==> src/rtl/arp_tx_gmii_pkg.sv <==
// ---------------------------------------------------------------------------
// arp_tx_gmii_pkg
//   Shared Ethernet/ARP constants and the ARP body byte generator used by the
//   arp_tx_gmii transmitter and its CRC-32 helper.
//   No ports (package). Imported with: import arp_tx_gmii_pkg::*;
// ---------------------------------------------------------------------------
package arp_tx_gmii_pkg;

  localparam logic [7:0]  ETH_PREAMBLE   = 8'h55;
  localparam logic [7:0]  ETH_SFD        = 8'hD5;
  localparam logic [15:0] ETHERTYPE_ARP  = 16'h0806;
  localparam logic [15:0] ARP_HTYPE_ETH  = 16'h0001;
  localparam logic [15:0] ARP_PTYPE_IPV4 = 16'h0800;
  localparam logic [15:0] ARP_OPER_REQ   = 16'h0001;
  localparam logic [7:0]  ARP_HLEN       = 8'h06;
  localparam logic [7:0]  ARP_PLEN       = 8'h04;

  localparam int ETH_PREAMBLE_LEN = 8;   // 7x preamble + SFD
  localparam int ETH_MIN_BODY     = 60;  // header + ARP + pad, FCS excluded
  localparam int ETH_FCS_LEN      = 4;
  localparam int ARP_HDR_BYTES    = 42;  // Ethernet header + ARP payload

  localparam logic [31:0] CRC32_POLY_REFL = 32'hEDB88320;
  localparam logic [31:0] CRC32_INIT      = 32'hFFFFFFFF;
  localparam logic [31:0] CRC32_RESIDUE   = 32'hC704DD7B;

  // Byte idx (0..59) of the broadcast ARP request body. Bytes 42..59 are pad.
  // The 42 meaningful bytes are laid out MSB-first in one vector and the
  // wanted byte is shifted to the top, which keeps the field map readable.
  function automatic logic [7:0] arp_body_byte(input logic [5:0]  idx,
                                               input logic [47:0] mac,
                                               input logic [31:0] ip_src,
                                               input logic [31:0] ip_dst);
    logic [ARP_HDR_BYTES*8-1:0] hdr;
    logic [ARP_HDR_BYTES*8-1:0] sh;
    logic [7:0]                 b;
    hdr = {48'hFFFF_FFFF_FFFF,   // 0-5   broadcast destination
           mac,                  // 6-11  source MAC
           ETHERTYPE_ARP,        // 12-13
           ARP_HTYPE_ETH,        // 14-15
           ARP_PTYPE_IPV4,       // 16-17
           ARP_HLEN,             // 18
           ARP_PLEN,             // 19
           ARP_OPER_REQ,         // 20-21
           mac,                  // 22-27 SHA
           ip_src,               // 28-31 SPA
           48'h0,                // 32-37 THA (unknown)
           ip_dst};              // 38-41 TPA
    sh = hdr << {idx, 3'b000};
    b  = 8'h00;
    if (idx < 6'(ARP_HDR_BYTES)) b = sh[ARP_HDR_BYTES*8-1 -: 8];
    return b;
  endfunction

endpackage

==> src/rtl/arp_tx_gmii_if.sv <==
// ---------------------------------------------------------------------------
// arp_tx_gmii_if
//   Request/stream bundle of the ARP transmitter.
//   start        request pulse into the transmitter
//   dst_ip       target IP, sampled when start is accepted
//   busy         transmitter occupied (start is ignored while high)
//   done         one-cycle pulse when busy falls
//   gmii_tx_data registered GMII byte
//   gmii_tx_en   registered GMII enable
//   dbg_state    current FSM state encoding, for observation only
//
//   Handshake: start acts as 'valid' and (!busy) as 'ready'. A request is
//   taken on the clock edge where start=1 and busy=0; dst_ip must be valid
//   on that edge. Requests while busy=1 are dropped, never queued. busy=0
//   coincides with done=1 for the cycle after a frame, so a start during
//   the done cycle is accepted.
// ---------------------------------------------------------------------------
interface arp_tx_gmii_if;
  logic        start;
  logic [31:0] dst_ip;
  logic        busy;
  logic        done;
  logic [7:0]  gmii_tx_data;
  logic        gmii_tx_en;
  logic [2:0]  dbg_state;

  modport master (
    output start, dst_ip,
    input  busy, done, gmii_tx_data, gmii_tx_en, dbg_state
  );

  modport slave (
    input  start, dst_ip,
    output busy, done, gmii_tx_data, gmii_tx_en, dbg_state
  );
endinterface

==> src/rtl/arp_tx_gmii_crc32_d8.sv <==
// ---------------------------------------------------------------------------
// arp_tx_gmii_crc32_d8
//   Combinational next-state of the reflected IEEE CRC-32 for one byte,
//   bits consumed LSB first as they go onto the wire.
//   crc_in  [31:0] current CRC register
//   data    [7:0]  byte being transmitted
//   crc_out [31:0] CRC register after that byte
// ---------------------------------------------------------------------------
module arp_tx_gmii_crc32_d8
  import arp_tx_gmii_pkg::*;
(
  input  logic [31:0] crc_in,
  input  logic [7:0]  data,
  output logic [31:0] crc_out
);

  always_comb begin
    logic [31:0] c;
    c = crc_in;
    for (int i = 0; i < 8; i++) begin
      if (c[0] ^ data[i]) c = (c >> 1) ^ CRC32_POLY_REFL;
      else                c = c >> 1;
    end
    crc_out = c;
  end

endmodule

==> src/rtl/arp_tx_gmii.sv <==
// ---------------------------------------------------------------------------
// arp_tx_gmii
//   Sends one broadcast ARP request per trigger as a GMII byte stream:
//   preamble/SFD, 60-byte body (Ethernet header, ARP, zero pad), CRC-32 FCS,
//   then an inter-frame gap before the next request is taken.
//
//   Ports
//     gmii_tx_clk  125 MHz transmit clock, the only clock
//     reset        asynchronous, active-high; aborts a frame immediately
//     bus          arp_tx_gmii_if.slave (start/dst_ip in, busy/done/GMII out)
//
//   Parameters
//     SRC_MAC, SRC_IP  sender addresses
//     IFG_CYCLES       idle line cycles between the last FCS byte and the
//                      first preamble byte of a back-to-back frame (>= 12)
//     AUTO_PERIOD      auto-trigger period in cycles (ARP_TX_AUTO_EN only)
//
//   Build option
//     ARP_TX_AUTO_EN   adds a free-running counter that raises an internal
//                      trigger every AUTO_PERIOD cycles, OR'd with start.
// ---------------------------------------------------------------------------
module arp_tx_gmii #(
  parameter logic [47:0] SRC_MAC    = 48'h000A3501FEC0,
  parameter logic [31:0] SRC_IP     = 32'hC0A80002,
  parameter int          IFG_CYCLES = 12
`ifdef ARP_TX_AUTO_EN
  ,
  parameter int          AUTO_PERIOD = 125_000_000
`endif
) (
  input  logic          gmii_tx_clk,
  input  logic          reset,
  arp_tx_gmii_if.slave  bus
);

  import arp_tx_gmii_pkg::*;

  typedef enum logic [2:0] {
    S_IDLE     = 3'd0,
    S_PREAMBLE = 3'd1,
    S_BODY     = 3'd2,
    S_FCS      = 3'd3,
    S_IFG      = 3'd4
  } state_e;

  localparam int IFG_W = $clog2(IFG_CYCLES + 1);

  localparam logic [5:0] PRE_LAST  = 6'(ETH_PREAMBLE_LEN - 1);
  localparam logic [5:0] BODY_LAST = 6'(ETH_MIN_BODY - 1);
  localparam logic [5:0] FCS_LAST  = 6'(ETH_FCS_LEN - 1);
  // The accept edge and the one-cycle start-up of the output register are
  // both idle on the line, so the IFG state itself is one cycle shorter
  // than the gap seen between frames; busy drops on its last cycle.
  localparam logic [IFG_W-1:0] IFG_LAST = IFG_W'(IFG_CYCLES - 2);

  state_e             state, state_nx;
  logic [5:0]         cnt, cnt_nx;
  logic [IFG_W-1:0]   ifg_cnt, ifg_nx;
  logic [31:0]        dst_q;
  logic [31:0]        crc, crc_next;
  logic               crc_clr, crc_en;
  logic               accept;
  logic               trigger;
  logic [7:0]         body_byte;
  logic [31:0]        fcs;
  logic [7:0]         tx_data_q, tx_data_nx;
  logic               tx_en_q, tx_en_nx;
  logic               done_q, done_nx;

  // ---------------- trigger source ----------------
`ifdef ARP_TX_AUTO_EN
  localparam int AUTO_W = (AUTO_PERIOD > 1) ? $clog2(AUTO_PERIOD) : 1;

  logic [AUTO_W-1:0] auto_cnt;
  logic              auto_tick;

  // Free-running from reset; a tick that lands while busy is simply lost.
  assign auto_tick = (auto_cnt == AUTO_W'(AUTO_PERIOD - 1));

  always_ff @(posedge gmii_tx_clk or posedge reset) begin
    if (reset)          auto_cnt <= '0;
    else if (auto_tick) auto_cnt <= '0;
    else                auto_cnt <= auto_cnt + 1'b1;
  end

  assign trigger = bus.start | auto_tick;
`else
  assign trigger = bus.start;
`endif

  // ---------------- datapath helpers ----------------
  assign body_byte = arp_body_byte(cnt, SRC_MAC, SRC_IP, dst_q);
  assign fcs       = ~crc;

  arp_tx_gmii_crc32_d8 u_crc (
    .crc_in  (crc),
    .data    (body_byte),
    .crc_out (crc_next)
  );

  // ---------------- FSM: next state and next outputs ----------------
  always_comb begin
    state_nx   = state;
    cnt_nx     = cnt;
    ifg_nx     = ifg_cnt;
    accept     = 1'b0;
    crc_clr    = 1'b0;
    crc_en     = 1'b0;
    tx_en_nx   = 1'b0;
    tx_data_nx = 8'h00;
    done_nx    = 1'b0;

    case (state)
      S_IDLE: begin
        if (trigger) begin
          accept   = 1'b1;
          state_nx = S_PREAMBLE;
          cnt_nx   = '0;
        end
      end

      S_PREAMBLE: begin
        tx_en_nx   = 1'b1;
        tx_data_nx = (cnt == PRE_LAST) ? ETH_SFD : ETH_PREAMBLE;
        crc_clr    = 1'b1;
        if (cnt == PRE_LAST) begin
          state_nx = S_BODY;
          cnt_nx   = '0;
        end else begin
          cnt_nx   = cnt + 6'd1;
        end
      end

      S_BODY: begin
        tx_en_nx   = 1'b1;
        tx_data_nx = body_byte;
        crc_en     = 1'b1;
        if (cnt == BODY_LAST) begin
          state_nx = S_FCS;
          cnt_nx   = '0;
        end else begin
          cnt_nx   = cnt + 6'd1;
        end
      end

      S_FCS: begin
        tx_en_nx = 1'b1;
        // CRC is frozen here; FCS goes out least significant byte first.
        case (cnt[1:0])
          2'd0:    tx_data_nx = fcs[7:0];
          2'd1:    tx_data_nx = fcs[15:8];
          2'd2:    tx_data_nx = fcs[23:16];
          default: tx_data_nx = fcs[31:24];
        endcase
        if (cnt == FCS_LAST) begin
          state_nx = S_IFG;
          cnt_nx   = '0;
          ifg_nx   = '0;
        end else begin
          cnt_nx   = cnt + 6'd1;
        end
      end

      S_IFG: begin
        if (ifg_cnt == IFG_LAST) begin
          state_nx = S_IDLE;
          done_nx  = 1'b1;
        end else begin
          ifg_nx   = ifg_cnt + 1'b1;
        end
      end

      default: state_nx = S_IDLE;
    endcase
  end

  // ---------------- registers ----------------
  always_ff @(posedge gmii_tx_clk or posedge reset) begin
    if (reset) begin
      state     <= S_IDLE;
      cnt       <= '0;
      ifg_cnt   <= '0;
      dst_q     <= '0;
      tx_data_q <= 8'h00;
      tx_en_q   <= 1'b0;
      done_q    <= 1'b0;
    end else begin
      state     <= state_nx;
      cnt       <= cnt_nx;
      ifg_cnt   <= ifg_nx;
      tx_data_q <= tx_data_nx;
      tx_en_q   <= tx_en_nx;
      done_q    <= done_nx;
      if (accept) dst_q <= bus.dst_ip;
    end
  end

  always_ff @(posedge gmii_tx_clk or posedge reset) begin
    if (reset)        crc <= CRC32_INIT;
    else if (crc_clr) crc <= CRC32_INIT;
    else if (crc_en)  crc <= crc_next;
  end

  // ---------------- outputs ----------------
  assign bus.busy         = (state != S_IDLE);
  assign bus.done         = done_q;
  assign bus.gmii_tx_data = tx_data_q;
  assign bus.gmii_tx_en   = tx_en_q;
  assign bus.dbg_state    = state;

endmodule

==> src/flat_wrapper.sv <==
// flat-port wrapper written by rule: the top's interface ports become plain ports
module arp_tx_gmii_flat import arp_tx_gmii_pkg::*;
#(
  parameter logic [47:0] SRC_MAC    = 48'h000A3501FEC0,
  parameter logic [31:0] SRC_IP     = 32'hC0A80002,
  parameter int          IFG_CYCLES = 12

)
  (gmii_tx_clk, reset, bus_start, bus_dst_ip, bus_busy, bus_done, bus_gmii_tx_data, bus_gmii_tx_en, bus_dbg_state);
  arp_tx_gmii_if bus_i ();
  input  logic gmii_tx_clk;
  input  logic reset;
  input wire logic [$bits(bus_i.start)-1:0] bus_start;
  input wire logic [$bits(bus_i.dst_ip)-1:0] bus_dst_ip;
  output wire logic [$bits(bus_i.busy)-1:0] bus_busy;
  output wire logic [$bits(bus_i.done)-1:0] bus_done;
  output wire logic [$bits(bus_i.gmii_tx_data)-1:0] bus_gmii_tx_data;
  output wire logic [$bits(bus_i.gmii_tx_en)-1:0] bus_gmii_tx_en;
  output wire logic [$bits(bus_i.dbg_state)-1:0] bus_dbg_state;
  assign bus_i.start = bus_start;
  assign bus_i.dst_ip = bus_dst_ip;
  assign bus_busy = bus_i.busy;
  assign bus_done = bus_i.done;
  assign bus_gmii_tx_data = bus_i.gmii_tx_data;
  assign bus_gmii_tx_en = bus_i.gmii_tx_en;
  assign bus_dbg_state = bus_i.dbg_state;
  arp_tx_gmii #(.SRC_MAC(SRC_MAC), .SRC_IP(SRC_IP), .IFG_CYCLES(IFG_CYCLES)) u_core (.gmii_tx_clk(gmii_tx_clk), .reset(reset), .bus(bus_i));
endmodule
==> config.mk <==
export PLATFORM = sky130hd
export DESIGN_NAME = arp_tx_gmii_flat
export DESIGN_NICKNAME = d
export VERILOG_FILES = /design/src/rtl/arp_tx_gmii_pkg.sv /design/src/rtl/arp_tx_gmii_if.sv /design/src/rtl/arp_tx_gmii_crc32_d8.sv /design/src/rtl/arp_tx_gmii.sv /design/src/flat_wrapper.sv
export SDC_FILE = /design/constraint.sdc
export NUM_CORES = 1
export LEC_CHECK = 0
export ABC_AREA = 1
export BUFFER_PORTS_ARGS = -buffer_cell sky130_fd_sc_hd__clkbuf_2
export CORE_ASPECT_RATIO = 1.75
export CORE_MARGIN = 10
export CORE_UTILIZATION = 59
export CTS_CLUSTER_DIAMETER = 100
export DETAILED_ROUTE_END_ITERATION = 8
export GPL_ROUTABILITY_DRIVEN = 0
export PLACE_DENSITY_LB_ADDON = 0.12
export RECOVER_POWER = 25
export SYNTH_ARGS = -nofsm -noshare
export SYNTH_HDL_FRONTEND = slang
export SYNTH_SLANG_ARGS = --single-unit
==> constraint.sdc <==
create_clock -name gmii_tx_clk -period 3.5 [get_ports gmii_tx_clk]
set_input_delay 0.7 -clock gmii_tx_clk [delete_from_list [all_inputs] [get_ports gmii_tx_clk]]
set_output_delay 0.7 -clock gmii_tx_clk [all_outputs]
set_load 0.02 [all_outputs]
Yosys cells after proc, flatten, opt, wreduce, memory -nomap -nowiden. Index checks and enable logic that the tools add are counted.

Add/subtract/negate cells: 2. Order comparisons: 1. Eq/ne operators: 16. Shifts and indexed selects: 1. Mux-type cells: 35. Bitwise gates (word level): 17. Reductions and logical operators: 10.

Operators with widths (count): << shifter 336 x 9 -> 336 bit (1); two-way mux 32 bit (10); inverter 13 -> 14 bit (8); case mux 8 bit (3 select lines) (2); inverter 32 bit (1); two-way mux 6 bit (4); case mux 6 bit (4 select lines) (1); two-way mux 8 bit (2); two-way mux 3 bit (5); case mux 3 bit (5 select lines) (1); two-way mux 4 bit (2); != test 2 x 1 -> 1 bit (second input constant) (4); case mux 4 bit (2 select lines) (1); bitwise XOR 1 bit (8); two-way mux 1 bit (7); adder 6 x 1 -> 6 bit (second input constant) (1); equality test 3 x 2 -> 1 bit (second input constant) (2); equality test 6 x 2 -> 1 bit (second input constant) (1); equality test 6 x 3 -> 1 bit (second input constant) (1); equality test 6 bit (second input constant) (1); less-than comparator 6 bit (second input constant) (1); AND reduction 5 bit (1); adder 4 x 1 -> 4 bit (second input constant) (1); equality test 4 bit (second input constant) (1); other kinds (13) (15).

Bits in registers: 87. Output and inout port bits: 14. Word-level logic and storage cells: 90.

Longest topological paths before layout.
Depth in word-level cells: 20. Gate-level depth with buffers: 20.

Cells and area by module. From an unflattened synthesis, not the netlist that was laid out.

Cells, all modules: 732. Area, all modules: 5905.7 um^2.

Modules (own cells, without submodules): arp_tx_gmii (times used 1, cells an instance 537, area an instance 4672.0 um^2); arp_tx_gmii_crc32_d8 (times used 1, cells an instance 195, area an instance 1233.7 um^2).

Worst setup path before layout. OpenSTA, ideal clock, no wires.

Path kind: register -> register. From: reg u_core.cnt[0]. To: reg u_core.crc[27]. Arrival: 2168 ps. Required time: 3411 ps. Slack: 1243 ps. Cell stages (with the launch flop): 18. Path buffers: 1. Clock period less this slack: 2257 ps. Cells stage by stage: dfrtp_1 > inv_2 > buf_6 > ha_1 > inv_1 > nand2_1 > nand3_1 > nand2_1 > nand3_1 > nand2_1 > nand2_1 > nand2_2 > nand2_1 > nand2_2 > nand2_1 > nand2_1 > nor2_1 > a211oi_1.

Word-level cells in the longest chain between the ends: 13. Elaborated cells between the ends (all ways): 20.

Ends and longest elaborated chain: start: declaration (line arp_tx_gmii.sv:57) `logic [5:0] cnt, cnt_nx;`; start signal: assignment (line arp_tx_gmii.sv:189) `cnt <= cnt_nx;`; << shifter 336 x 9 -> 336 bit / less-than comparator 6 bit (equally long branches) (line arp_tx_gmii_pkg.sv:49, arp_tx_gmii_pkg.sv:51); two-way mux 8 bit (*) (line arp_tx_gmii_pkg.sv:51) `if (idx < 6'(ARP_HDR_BYTES)) b = sh[ARP_HDR_BYTES*8-1 -: 8];`; bitwise XOR 1 bit (line arp_tx_gmii_crc32_d8.sv:21) `if (c[0] ^ data[i]) c = (c >> 1) ^ CRC32_POLY_REFL;`; two-way mux 32 bit (line arp_tx_gmii_crc32_d8.sv:21); two-way mux 32 bit / inverter 13 -> 14 bit (equally long branches); two-way mux 32 bit (line arp_tx_gmii_crc32_d8.sv:21); two-way mux 32 bit / inverter 13 -> 14 bit (equally long branches); two-way mux 32 bit (2 in series) (line arp_tx_gmii_crc32_d8.sv:21); bitwise XOR 1 bit / inverter 13 -> 14 bit (equally long branches); two-way mux 32 bit (*) (line arp_tx_gmii_crc32_d8.sv:21); two-way mux 32 bit (*) (line arp_tx_gmii.sv:201) `else if (crc_en) crc <= crc_next;`; two-way mux 32 bit (*) (line arp_tx_gmii.sv:200) `else if (crc_clr) crc <= CRC32_INIT;`; end signal: assignment (line arp_tx_gmii.sv:201); end: declaration (line arp_tx_gmii.sv:60) `logic [31:0] crc, crc_next;`.

Mark *: on every way between the ends. The rest lies on a longest branch, timed or not. The select of a mux whose other input is x is not followed. A chain may end at the register's enable or synchronous reset.

Final worst setup path.
From: reg u_core.cnt[2]. To: reg u_core.crc[25].

Word-level cells in the longest chain between the ends: 16. Elaborated cells between the ends (all ways): 23.

Ends and longest elaborated chain (line): << shifter 336 x 9 -> 336 bit / less-than comparator 6 bit (equally long branches) (arp_tx_gmii_pkg.sv:49, arp_tx_gmii_pkg.sv:51); two-way mux 8 bit (*) (arp_tx_gmii_pkg.sv:51); parallel branches: the longest is 10 deep, another holds two-way mux 32 bit; two-way mux 32 bit (*) (2 in series) (arp_tx_gmii_crc32_d8.sv:21); two-way mux 32 bit (*) (arp_tx_gmii.sv:201); two-way mux 32 bit (*) (arp_tx_gmii.sv:200).

Every way passes the cells marked *. The select of a mux whose other input is x is not followed.

==> flow_summary_export.csv <==
group,metric,value,unit
synth,synth.distinct_cells,39,
layout,multi_input_area,0.00308,mm2
global_route,antenna_found_initial,0,
cts,post_cts_buffers,0,
global_route,grt_pass1_wl,27400,um
global_route,grt.met1_usage,0.253,
die,num_rows,47,
synth,synth_warnings,0,
die,die_w,94.7,um
synth,synth_mux_area_frac,0.0450,
synth,synth_seq_cells,87,
synth,yosys.area_share.simple,0.328,
layout,num-nets-final,874,
critical_path,crit_arrival,3.18,ns
global_route,busiest_layer,"met2",
place,io_buffer_count,48,
layout,drive_gt1_frac,0.215,
global_route,grt_max_degree,49,
cts,ctsResizeCount,0,
sta,period_minus_slack,2.90,ns
synth,ys_seq_area_frac,0.385,
power_and_ir_drop,leakage,0.00328,uW
run_status,status,"finished, violations left",
sta,report.final.slew_viol_count,41,
synth,synth-compound-area-share,0.102,
synth,synth_top_family_by_area,"simple AND/OR/NAND/NOR gates",
flow_run,drv_cap,1,
sta,max_freq,0.345,GHz
die,io_pins,49,
synth,synth_fa_ha_area_frac,0.0239,
die,die_h,151,um
cts,cts_made_buffers,9,
hold_path,hold_depth,1,
sta,fin_skew,0.00986,ns
drt,first_pass_iters,6,
layout,syn_to_final_growth,11.0,%
sta,fin_ws,0.603,ns
global_route,use_met3,0.0424,
drt,drtIter0Drc,369,
die,core,0.00953,mm2
critical_path,crit_buf_inv,3,
critical_path,crit_slowest_cell,"dfrtp_1",
hold_path,min_path_type,"flop to flop",
die,initial_core_util,0.604,
critical_path,cp_top_family,"simple AND/OR/NAND/NOR gates",
cts,cts_root_buffer,"clkbuf_16",
die,dieArea,0.0143,mm2
global_route,use_met2,0.433,
cts,cts.sinks,87,
critical_path,startpoint_type,"flop",
drt,wl_per_cell,17.4,um
layout,seqCellArea,0.00222,mm2
global_route,grt_pass1_vias,5514,
cts,cts_hold_buf,0,
cts,cts_buffer_depth,2,
critical_path,endpoint_kind,"flop",
sta,maxSlewHeadroom,-0.156,
cts,clk_latency,0.35,ns
synth,syn_nets,826,
critical_path,crit_required,3.78,ns
synth,synth_xor_area_frac,0.0363,
global_route,gr-total-overflow,0,
critical_path,r2r.worst_path.cells,18,
layout,diodes,0,
synth,synth_area,0.00576,mm2
cts,cts_tree,"yes",
critical_path,crit_type,"flop to flop",
global_route,grt_usage,0.244,
power_and_ir_drop,power_density,1070,mW/mm2
sta,min_period_over_period,0.828,
layout,fillers,866,
cts,h-tree-depth,3,
synth,netlist_instances,780,
drt,drc,0,
critical_path,ff2ff_setup_slack,0.60,ns
critical_path,crit_path_cell_trace,"inv_2 -> nand2_2 -> nor2_2 -> nand2_1 -> nand2_1 -> nand2_2 -> nand2_2 -> nand2_2 -> nand2_2 -> nand2_2 -> nand2_4 -> nand2_2 -> nand2_2 -> inv_1 -> nand2_1 -> nand3_1 -> o21ai_1 -> inv_1",
drt,wirelength,16600,um
run_status,violations,"capacitance limit, slew limit",
place,dpl.hpwl,12600,um
sta,worst_pin_slew,1.73,ns
power_and_ir_drop,ir_worst_vdd,625,uV
place,dp_worst_setup_slack,0.636,ns
sta,hold_viol,0,
drt,viasPerCell,5.78,
critical_path,crit_cells,18,
sta,fin_hold_ws,0.472,ns
synth,syn_avg_cell_area,7.38,um2
cts,clk_pin_slew_worst_paths,0.06,ns
sta,grt_setup_unrepaired,"false",
critical_path,cp_max_fo,14,
sta,tns,0,ns
drt,ant_nets,0,
sta,finalSetupViolCount,0,
critical_path,max_stage_delay,0.60,ns
drt,vias,5522,
critical_path,cpMostUsedCell,"nand2_2",
-- cells in the mapped netlist --
cell | count | area, um2
buf_4 | 1 | 7.51
a21oi_1 | 30 | 150
a32o_1 | 1 | 10.0
nand2_1 | 250 | 938
o22ai_1 | 22 | 138
nand4_1 | 3 | 18.8
o221ai_1 | 5 | 43.8
o31ai_1 | 1 | 7.51
nor3_1 | 2 | 10.0
dfstp_2 | 32 | 841
a211oi_1 | 3 | 22.5
inv_1 | 84 | 315
inv_2 | 4 | 15.0
o21ai_1 | 11 | 55.1
a31oi_1 | 1 | 6.26
nand2_2 | 28 | 175
o211ai_1 | 1 | 7.51
clkbuf_1 | 6 | 22.5
and2_1 | 1 | 6.26
buf_6 | 6 | 67.6
buf_1 | 3 | 11.3
mux2_2 | 23 | 259
buf_2 | 3 | 15.0
nor2_4 | 4 | 45.0
clkinv_1 | 1 | 3.75
or2_2 | 3 | 18.8
nand3b_1 | 1 | 7.51
nand2_4 | 6 | 67.6
xor2_2 | 1 | 16.3
ha_1 | 11 | 138
nor2_2 | 1 | 6.26
o21ai_0 | 26 | 130
xor2_1 | 22 | 193
nand3_2 | 4 | 40.0
dfrtp_1 | 55 | 1380
nor3_2 | 1 | 10.0
a22oi_1 | 2 | 15.0
nand3_1 | 73 | 365
nor2_1 | 48 | 180
-- worst reg2reg max path, stage by stage, from the launching register on --
cell and delay [ns]:
dfrtp_1 0.60, inv_2 0.23, nand2_2 0.09, nor2_2 0.28, nand2_1 0.09, nand2_1 0.09
nand2_2 0.11, nand2_2 0.12, nand2_2 0.05, nand2_2 0.33, nand2_2 0.17, nand2_4 0.16
nand2_2 0.07, nand2_2 0.11, inv_1 0.07, nand2_1 0.06, nand3_1 0.07, o21ai_1 0.09
inv_1 0.05
-- power breakdown --
| group | internal [uW] | switching (uW) |
|---|---|---|
| Clock | 594 | 407 |
| Sequential | 1500 | 310 |
| Combinational | 1310 | 2750 |
| Total | 3400 | 3460 |
-- final timing paths --
check | from | end
setup reg to reg | u_core.cnt[2] | u_core.crc[25]
hold / removal | u_core.ifg_cnt[3] | u_core.ifg_cnt[3]
max in group asynchronous | reset | u_core.cnt[2]
hold reg to reg | u_core.ifg_cnt[3] | u_core.ifg_cnt[3]
min in group asynchronous | reset | u_core.bus.gmii_tx_data[1]
setup / recovery | u_core.cnt[2] | u_core.crc[25]
-- cell families after synthesis --
| kind of cell | Yosys count |
|---|---|
| xor gates and xnor gates | 23 |
| AOI/OAI and AO/OA | 103 |
| buffers and inverters | 108 |
| adders and majority gates | 11 |
| muxes | 23 |
| DFF | 87 |
| and+or+nand+nor | 425 |
-- state kept, by name, summed over array words and instances (netlist names) --
signal / flops
u_core.dst_q: 32
u_core.bus.dbg_state: 3
u_core.bus.gmii_tx_data: 8
u_core.bus.gmii_tx_en: 1
u_core.bus.done: 1
u_core.crc: 32
u_core.cnt: 6
u_core.ifg_cnt: 4
-- through the flow --
stage | power (uW) | utilization | cell area [um2] | std cells
6_report | 6860 | 0.671 | 6390 | 955
5_1_grt | 7400 | 0.671 | 6390 | 955
4_1_cts | 6770 | 0.672 | 6410 | 955
3_5_place_dp | 5750 | 0.640 | 6100 | 939
3_3_place_gp | 5610 | 0.640 | 6100 | 939
2_1_floorplan | 4740 | - | 5760 | 780
-- layout by cell type, fill, tap and decap left out, drive strengths merged --
cell type and n:
bufinv 1, o211ai 1, a22oi 2, ha 11
and2 1, o31ai 1, dfrtp 55, a21oi 30
a211oi 3, xor2 23, clkbuf 61, a32o 1
o21ai 37, nand3 77, mux2 23, nand4 3
o22ai 22, nand3b 1, dfstp 32, nand2 284
inv 88, buf 7, clkinvlp 2, or2 3
nor3 3, clkinv 2, nor2 53, a31oi 1
o221ai 5
-- final cells by class --
cell class,count,area share
multi-input combinational,585,0.482
sequential,87,0.347
timing repair buffer,56,0.0466
tap,122,0.0239
clock inverter,4,0.00803
inverter,89,0.0525
clock buffer,12,0.0401
-- metal layers --
| layer | up-vias | wire length [um] |
|---|---|---|
| li1 | 2612 | - |
| met1 | 2588 | 5770 |
| met2 | 244 | 8690 |
| met3 | 78 | 1010 |
| met4 | 0 | 1170 |
| met5 | - | 0 |
(Power assumes the default switching activity.)
